===== config.mk =====
export PLATFORM = sky130hd
export DESIGN_NAME = candidate_generator
export DESIGN_NICKNAME = d
export VERILOG_FILES = /design/src/rtl/candidate_generator.sv
export SDC_FILE = /design/constraint.sdc
export NUM_CORES = 1
export LEC_CHECK = 0
export ABC_AREA = 1
export CAP_MARGIN = 20
export CORE_ASPECT_RATIO = 1.75
export CORE_MARGIN = 2
export CORE_UTILIZATION = 30
export CTS_CLUSTER_SIZE = 16
export DETAILED_ROUTE_END_ITERATION = 7
export PLACE_DENSITY = 0.59
export SLEW_MARGIN = 20
export SYNTH_ARGS = -nofsm -noshare
export SYNTH_HDL_FRONTEND = slang
export SYNTH_SLANG_ARGS = --single-unit

===== constraint.sdc =====
create_clock -name clk -period 2.4 [get_ports clk]
set_input_delay 0.48 -clock clk [delete_from_list [all_inputs] [get_ports clk]]
set_output_delay 0.48 -clock clk [all_outputs]
set_load 0.02 [all_outputs]

===== src/rtl/candidate_generator.sv =====
// Enumerates fixed-length ASCII candidate passwords whose first character lies in
// a programmed charset-index range, streaming one per cycle over valid/ready.
module candidate_generator #(
  parameter int NUM_CHARS    = 4,
  parameter int CHARSET_SIZE = 36
) (
  input  logic                   clk,
  input  logic                   rst,
  input  logic                   start,
  input  logic [5:0]             from,
  input  logic [5:0]             to,
  input  logic                   abort,
  input  logic                   cand_ready,
  output logic                   cand_valid,
  output logic [8*NUM_CHARS-1:0] candidate,
  output logic                   cand_last,
  output logic                   busy,
  output logic                   done,
  output logic                   range_err,
  output logic [23:0]            sent_count,
  output logic [1:0]             dbg_state
);

  localparam logic [1:0] S_IDLE = 2'd0;
  localparam logic [1:0] S_RUN  = 2'd1;
  localparam logic [1:0] S_DONE = 2'd2;

  localparam logic [5:0] MAX_IDX = 6'(CHARSET_SIZE - 1);

  logic [1:0]                 state_q, state_d;
  logic [NUM_CHARS-1:0][5:0]  digit_q, digit_d;
  logic [5:0]                 to_q, to_d;
  logic [23:0]                count_q, count_d;
  logic                       err_q, err_d;

  logic run;
  logic lower_max;
  logic last;
  logic xfer;
  logic range_ok;
  logic carry;

  // Stream handshake: a candidate transfers on any rising edge where cand_valid
  // and cand_ready are both high; while valid is high and ready is low the
  // candidate and cand_last hold, and valid only drops after a transfer, on abort
  // or on reset.
  assign run      = (state_q == S_RUN);
  assign xfer     = run && cand_ready;
  assign range_ok = (from <= to) && (to <= MAX_IDX);

  always_comb begin
    lower_max = 1'b1;
    for (int i = 0; i < NUM_CHARS - 1; i++) begin
      if (digit_q[i] != MAX_IDX) lower_max = 1'b0;
    end
  end

  assign last = run && (digit_q[NUM_CHARS-1] == to_q) && lower_max;

  // Outside RUN the candidate bus is forced to zero rather than showing ASCII '0'.
  always_comb begin
    candidate = '0;
    for (int i = 0; i < NUM_CHARS; i++) begin
      if (run) begin
        candidate[8*i +: 8] = (digit_q[i] < 6'd10) ? (8'h30 + {2'b00, digit_q[i]})
                                                   : (8'h37 + {2'b00, digit_q[i]});
      end
    end
  end

  always_comb begin
    state_d = state_q;
    digit_d = digit_q;
    to_d    = to_q;
    count_d = count_q;
    err_d   = 1'b0;
    carry   = 1'b1;
    case (state_q)
      S_IDLE: begin
        if (start) begin
          if (range_ok) begin
            state_d                = S_RUN;
            digit_d                = '0;
            digit_d[NUM_CHARS-1]   = from;
            to_d                   = to;
            count_d                = '0;
          end else begin
            state_d = S_DONE;
            err_d   = 1'b1;
          end
        end
      end
      S_RUN: begin
        if (xfer) begin
          count_d = count_q + 24'd1;
          if (last || abort) begin
            state_d = S_DONE;
          end else begin
            for (int i = 0; i < NUM_CHARS; i++) begin
              if (carry) begin
                if (digit_q[i] == MAX_IDX) begin
                  digit_d[i] = '0;
                end else begin
                  digit_d[i] = digit_q[i] + 6'd1;
                  carry      = 1'b0;
                end
              end
            end
          end
        end else if (abort) begin
          state_d = S_DONE;
        end
      end
      S_DONE:  state_d = S_IDLE;
      default: state_d = S_IDLE;
    endcase
  end

  always_ff @(posedge clk or posedge rst) begin
    if (rst) begin
      state_q <= S_IDLE;
      digit_q <= '0;
      to_q    <= '0;
      count_q <= '0;
      err_q   <= 1'b0;
    end else begin
      state_q <= state_d;
      digit_q <= digit_d;
      to_q    <= to_d;
      count_q <= count_d;
      err_q   <= err_d;
    end
  end

  assign cand_valid = run;
  assign cand_last  = last;
  assign busy       = run;
  assign done       = (state_q == S_DONE);
  assign range_err  = err_q;
  assign sent_count = count_q;
  assign dbg_state  = state_q;

endmodule


==> results of run 1 <==
-- stage by stage --
stage | area [µm²] | hold slack, ps
floorplan | 4580 | 473
global placement | 6160 | 506
detailed placement | 6160 | 514
CTS | 6490 | 472
global route | 6580 | 499
finish | 6580 | 461
-- cell type report --
cell class                 count  area share
inverter                      91      0.0532
clock buffer                  12      0.0405
multi-input combinational    498       0.416
sequential                    57       0.217
clock inverter                 4      0.0112
timing repair buffer         175       0.227
tap                          183      0.0348
-- state kept, by name (all words and copies together), names as in the netlist --
name and count:
sent_count 24, dbg_state 2, range_err 1, to_q 6, digit_q 24
-- power groups by stage --
stage	sequential [µW]	clock, µW	combinational (µW)
floorplan	1250	0	1150
global placement	1230	0	1950
detailed placement	1230	0	1950
CTS	1220	1480	1950
global route	1250	1530	2280
finish	1230	1450	2060
-- cell families (layout without fill, tap and decap cells) --
kind of cell,count (synthesis),in the layout,share of synthesized area
flops,57,57,0.312
buf+inv,116,282,0.110
xor+xnor,21,21,0.0402
fa+ha+maj,23,23,0.0629
simple gates,330,330,0.322
compound gates,120,120,0.151
other cells,1,4,0.000820
-- per-layer routing --
| metal | part of all wire | vias up | global-route usage | wire length (µm) |
|---|---|---|---|---|
| li1 | - | 2510 | - | - |
| met1 | 0.37 | 2305 | 0.177 | 5420 |
| met2 | 0.57 | 101 | 0.360 | 8220 |
| met3 | 0.029 | 33 | 0.0301 | 423 |
| met4 | 0.029 | 0 | 0.0652 | 416 |
| met5 | 0 | - | 0 | 0 |
-- synthesized netlist by cell type (all sizes together) --
| library cell | n |
|---|---|
| o2111ai | 1 |
| clkbuf | 6 |
| a211oi | 3 |
| nand2 | 176 |
| a21oi | 39 |
| xor2 | 16 |
| o21ai | 63 |
| nand3b | 1 |
| conb | 1 |
| nand3 | 45 |
| o21bai | 2 |
| nor3 | 21 |
| o22ai | 1 |
| a221oi | 1 |
| o211ai | 1 |
| a22oi | 2 |
| ha | 23 |
| nor2 | 58 |
| nor3b | 2 |
| buf | 19 |
| o31ai | 7 |
| nand4 | 27 |
| xnor2 | 5 |
| inv | 90 |
| dfrtp | 57 |
| clkinv | 1 |
-- final timing paths --
| kind | startpoint | to | depth (start not counted) |
|---|---|---|---|
| setup / recovery | digit_q[1] | candidate[4] | 8 |
| hold / removal | rst | digit_q[6] | 2 |
| setup reg to reg | digit_q[10] | digit_q[7] | 13 |
| hold reg to reg | to_q[2] | to_q[2] | 2 |
| max in group asynchronous | rst | digit_q[8] | 3 |
| min in group clk | to_q[2] | to_q[2] | 2 |
-- cells in the final DEF (no fill, tap or decap), types with 10 or more instances in the layout --
cell,n
o21ai_0,50
buf_4,100
nor2_1,52
clkdlybuf4s50_1,46
a21oi_1,31
dfrtp_1,56
inv_1,74
ha_1,20
inv_2,15
nor3_1,18
clkbuf_16,10
nand4_1,26
xor2_1,16
nand3_1,42
nand2_1,168
-- worst reg2reg max path, cell delays in order, from the launching register on --
cell	delay (ps)
dfrtp_1	390
inv_2	100
ha_1	150
nand2_1	70
nor2_2	170
nand3_2	140
buf_4	160
nor2_1	80
nand2_1	70
nand2_2	120
nand2_4	110
nand3_4	180
nand2_1	80
o21ai_1	80
-- timing repair --
action / CTS / global route
resized for setup: 84 / 51
pin swaps: 0 / 6
buffers inserted: 0 / 5
setup endpoints to repair: 29 / 57
gates cloned: 0 / 1
hold buffers: 0 / 0
==> results.cfg, run 1 <==
[clock_network]
cts_buffers = 9
clockRootBuffer = clkbuf_16
htreeDepth = 3
cts_sinks = 57
path_clk_slew_ps = 60
clock_latency_ps = 330
clockBufferDepth = 2
cts_tree = done

[critical_path]
crit_path_cell_trace = buf_4 > clkinvlp_4 > ha_2 > a21oi_1 > nand2_1 > o21ai_0 > a21oi_1 > clkdlybuf4s15_2
critPathBufInv = 3
critPathMaxFanout = 5
cp_top_family = buffers and inverters
crit_type = reg2out
cp.required_ps = 1920
cp.arrival_ps = 1830
regToRegSetupSlack_ps = 430
max_stage_delay_ps = 350
start_kind = flip-flop
crit_top_cell = a21oi_1
cp_slowest_cell = dfrtp_1
end_kind = output port

[power_and_ir_drop]
clkPwrFrac = 0.307
power_frac_comb = 0.435
p_int_uw = 2930
p_sw_uw = 1810
peakVddDrop_mv = 0.374
p_total_uw = 4740
leakage_uw = 0.00307
p_seq_frac = 0.259
switching_share = 0.381
power_density_nw_per_um2 = 720

[route]
drt_first_pass_iters = 4
drcViolationCount = 0
via_per_inst = 4.85
wl_per_cell_um = 14.2
wirelength_mm = 14.5
vias = 4949
drtIter0Drc = 140
ant_nets = 0

[final_layout]
final_nets = 872
fillers = 1543
multi_input_area_um2 = 2740
area_growth_pct = 44.0
instances_no_fill = 1020
utilization = 0.441
drive_gt1_frac = 0.232
antenna_cells = 0
ff_latch_area_um2 = 1430

[synthesis]
syn_avg_cell_area_um2 = 6.84
yosysTopAreaCell = dfrtp_1
ys_warn_count = 0
postSynthCellCount = 668
ys_top_cells_by_area = dfrtp_1 (31%), nand2_1 (14%), inv_1 (6.9%)
syn_area_um2 = 4570
synth.top_cell.area_share = 0.312
synth.ff_latch_count = 57
yosysSeqAreaShare = 0.312
ys_types = 43

[global_routing]
grt_pass1_vias = 4999
grt_max_degree = 32
grt.overflow.total = 0
antenna_found_initial = 0
grt_pass1_wl_mm = 23.6
gr-usage-all-layers = 0.178

[hold_path]
hold_class = in2async

[placement]
io_buffers = 75
gp_congestion = 0.896
dp_cells = 998
dp_slack_ps = -156
dp_hpwl_mm = 11.3

[die]
die_h_um = 167
ios = 80
core-area_um2 = 14900
die_x_um = 97.3
die_area_um2 = 16300
fp-row-count = 59
start_util = 0.307

[timing]
setup_tns_ps = 0
grt_setup_unrepaired = yes
clock_skew_ps = 9.45
post-route-period-util = 0.961
fmax_ghz = 0.434
fin_ws_ps = 93.5
drv_slew = 0
setup_viol = 0
hold_viol_final = 0
fin_crit_ps = 2310

[run_status]
status = completed

[flow_run]
drv_cap = 0
(Power assumes the default switching activity.)
==> run 2: changes to the inputs <==
==> constraint.sdc (replaced) <==
create_clock -name clk -period 2.9 [get_ports clk]
set_input_delay 0.58 -clock clk [delete_from_list [all_inputs] [get_ports clk]]
set_output_delay 0.58 -clock clk [all_outputs]
set_load 0.02 [all_outputs]
==> results.cfg, run 2 (synthesized netlist as in run 1, its figures left out) <==
[route]
wirelength_mm = 14.0
drcViolationCount = 0
wl_per_cell_um = 14.8
drtIter0Drc = 192
via_per_inst = 4.95
ant_nets = 0
vias = 4695
drt_first_pass_iters = 5

[timing]
setup_tns_ps = 0
finalHoldWorstSlack_ps = 513
fin_crit_ps = 2740
drv_slew = 0
clock_skew_ps = 11.3
hold_viol_final = 0
post-route-period-util = 0.944
worst_slew_pin_slew_ps = 609
slew_headroom = 0.591
fmax_ghz = 0.365
setup_viol = 0
grt_setup_unrepaired = no

[global_routing]
grt_pass1_vias = 4822
gr-usage-all-layers = 0.175
grt.overflow.total = 0
grt_max_degree = 51
grt_pass1_wl_mm = 23.1
antenna_found_initial = 0

[critical_path]
cp.required_ps = 2320
regToRegSetupSlack_ps = 590
worstRegToRegCells = 12
r2r_end = digit_q[12]
worst-path-stages = 6
max_stage_delay_ps = 630
end_kind = output port
cp.arrival_ps = 2160
cp-endpoint = candidate[25]
critPathMaxFanout = 50
crit_path_cell_trace = inv_1 > nor2_4 > buf_12 > o21ai_0 > a21oi_1 > clkdlybuf4s50_1
cp_top_family = buffers and inverters
start_kind = flip-flop
crit_type = reg2out
reg2reg_from = dbg_state[0]
worstSetupStartpoint = dbg_state[0]
cp_slowest_cell = clkdlybuf4s50_1
critPathBufInv = 3

[die]
start_util = 0.307
die_area_um2 = 16300
die_x_um = 97.3
die_h_um = 167
fp-row-count = 59
core-area_um2 = 14900
ios = 80

[clock_network]
htreeDepth = 3
path_clk_slew_ps = 50
clockBufferDepth = 2
cts_buffers = 9
holdBufCountCts = 0
cts_tree = done
clock_latency_ps = 330
clockRootBuffer = clkbuf_16
cts_sinks = 57

[power_and_ir_drop]
leakage_uw = 0.00287
p_total_uw = 3570
power_density_nw_per_um2 = 596
peakVddDrop_mv = 0.342

[placement]
dp_hpwl_mm = 10.9
dp_cells = 933
io_buffers = 75
gp_congestion = 0.930

[final_layout]
layout_common_cells = nand2_1 (171), inv_1 (82), nor2_1 (55)
fillers = 1623
layout_commonest_cell = nand2_1
area_growth_pct = 31.1
drive_gt1_frac = 0.106
multi_input_area_um2 = 2670
final_nets = 801
instances_no_fill = 948
ff_latch_area_um2 = 1430
antenna_cells = 0

[hold_path]
min_from = to_q[2]
hold_class = reg2reg

[run_status]
status = completed

[flow_run]
drv_cap = 0
[run 2: changes by cell type in the layout (fill, tap and decap cells not counted), moves of 5 or more]
cell and change:
buf_2 -7, clkbuf_2 -5, clkdlybuf4s50_1 +8, inv_1 +8
a21oi_1 +5, inv_2 -7, a21oi_2 -5, dlymetal6s2s_1 +12
buf_4 -74
[run 2: power by group]
group	leakage [µW]	total (µW)	switching [µW]	internal (µW)
logic	0.00195	1460	944	514
clock network	0.000148	1070	367	703
registers	0.000769	1040	118	922
total	0.00287	3570	1430	2140
[run 2: worst min-delay path by stage]
stage               to  slack [ps]  cells past startpoint
6_report       to_q[2]         510                      2
5_1_grt        to_q[2]         580                      2
4_1_cts        to_q[2]         520                      2
3_5_place_dp   to_q[2]         510                      2
2_1_floorplan  to_q[2]         470                      2
3_3_place_gp   to_q[2]         490                      2
[run 2: routing by layer]
metal / up-vias / part of all wire / routed length (µm) / GRT usage
li1: 2374 / - / - / -
met1: 2188 / 0.38 / 5320 / 0.179
met2: 113 / 0.57 / 7980 / 0.351
met3: 20 / 0.031 / 437 / 0.0246
met4: 0 / 0.022 / 306 / 0.0658
met5: - / 0 / 0 / 0
[run 2: area by class of cell]
| class | count | area share |
|---|---|---|
| inverters | 91 | 0.0578 |
| repair buffers | 104 | 0.171 |
| well taps | 183 | 0.0382 |
| clock inverters | 3 | 0.00668 |
| multi-input cells | 498 | 0.445 |
| flip-flops and latches | 57 | 0.239 |
| clock buffers | 12 | 0.0428 |
[run 2: through the flow]
step | utilization | area [µm²] | worst slack (ps)
2_1_floorplan | - | 4580 | 518
6_report | 0.402 | 5990 | 161
5_1_grt | 0.402 | 5990 | 3.86
3_5_place_dp | 0.380 | 5660 | 111
4_1_cts | 0.399 | 5950 | 6.74
3_3_place_gp | 0.380 | 5660 | 155
[run 2: timing repair]
| item | CTS | global route |
|---|---|---|
| buffers inserted | 0 | 0 |
| resized for setup | 11 | 23 |
| setup endpoints to repair | 15 | 23 |
[run 2: worst min-delay path, stage by stage, from the launching register on]
cell and delay, ps:
dfrtp_1 360, nand2_1 50, o21ai_0 60
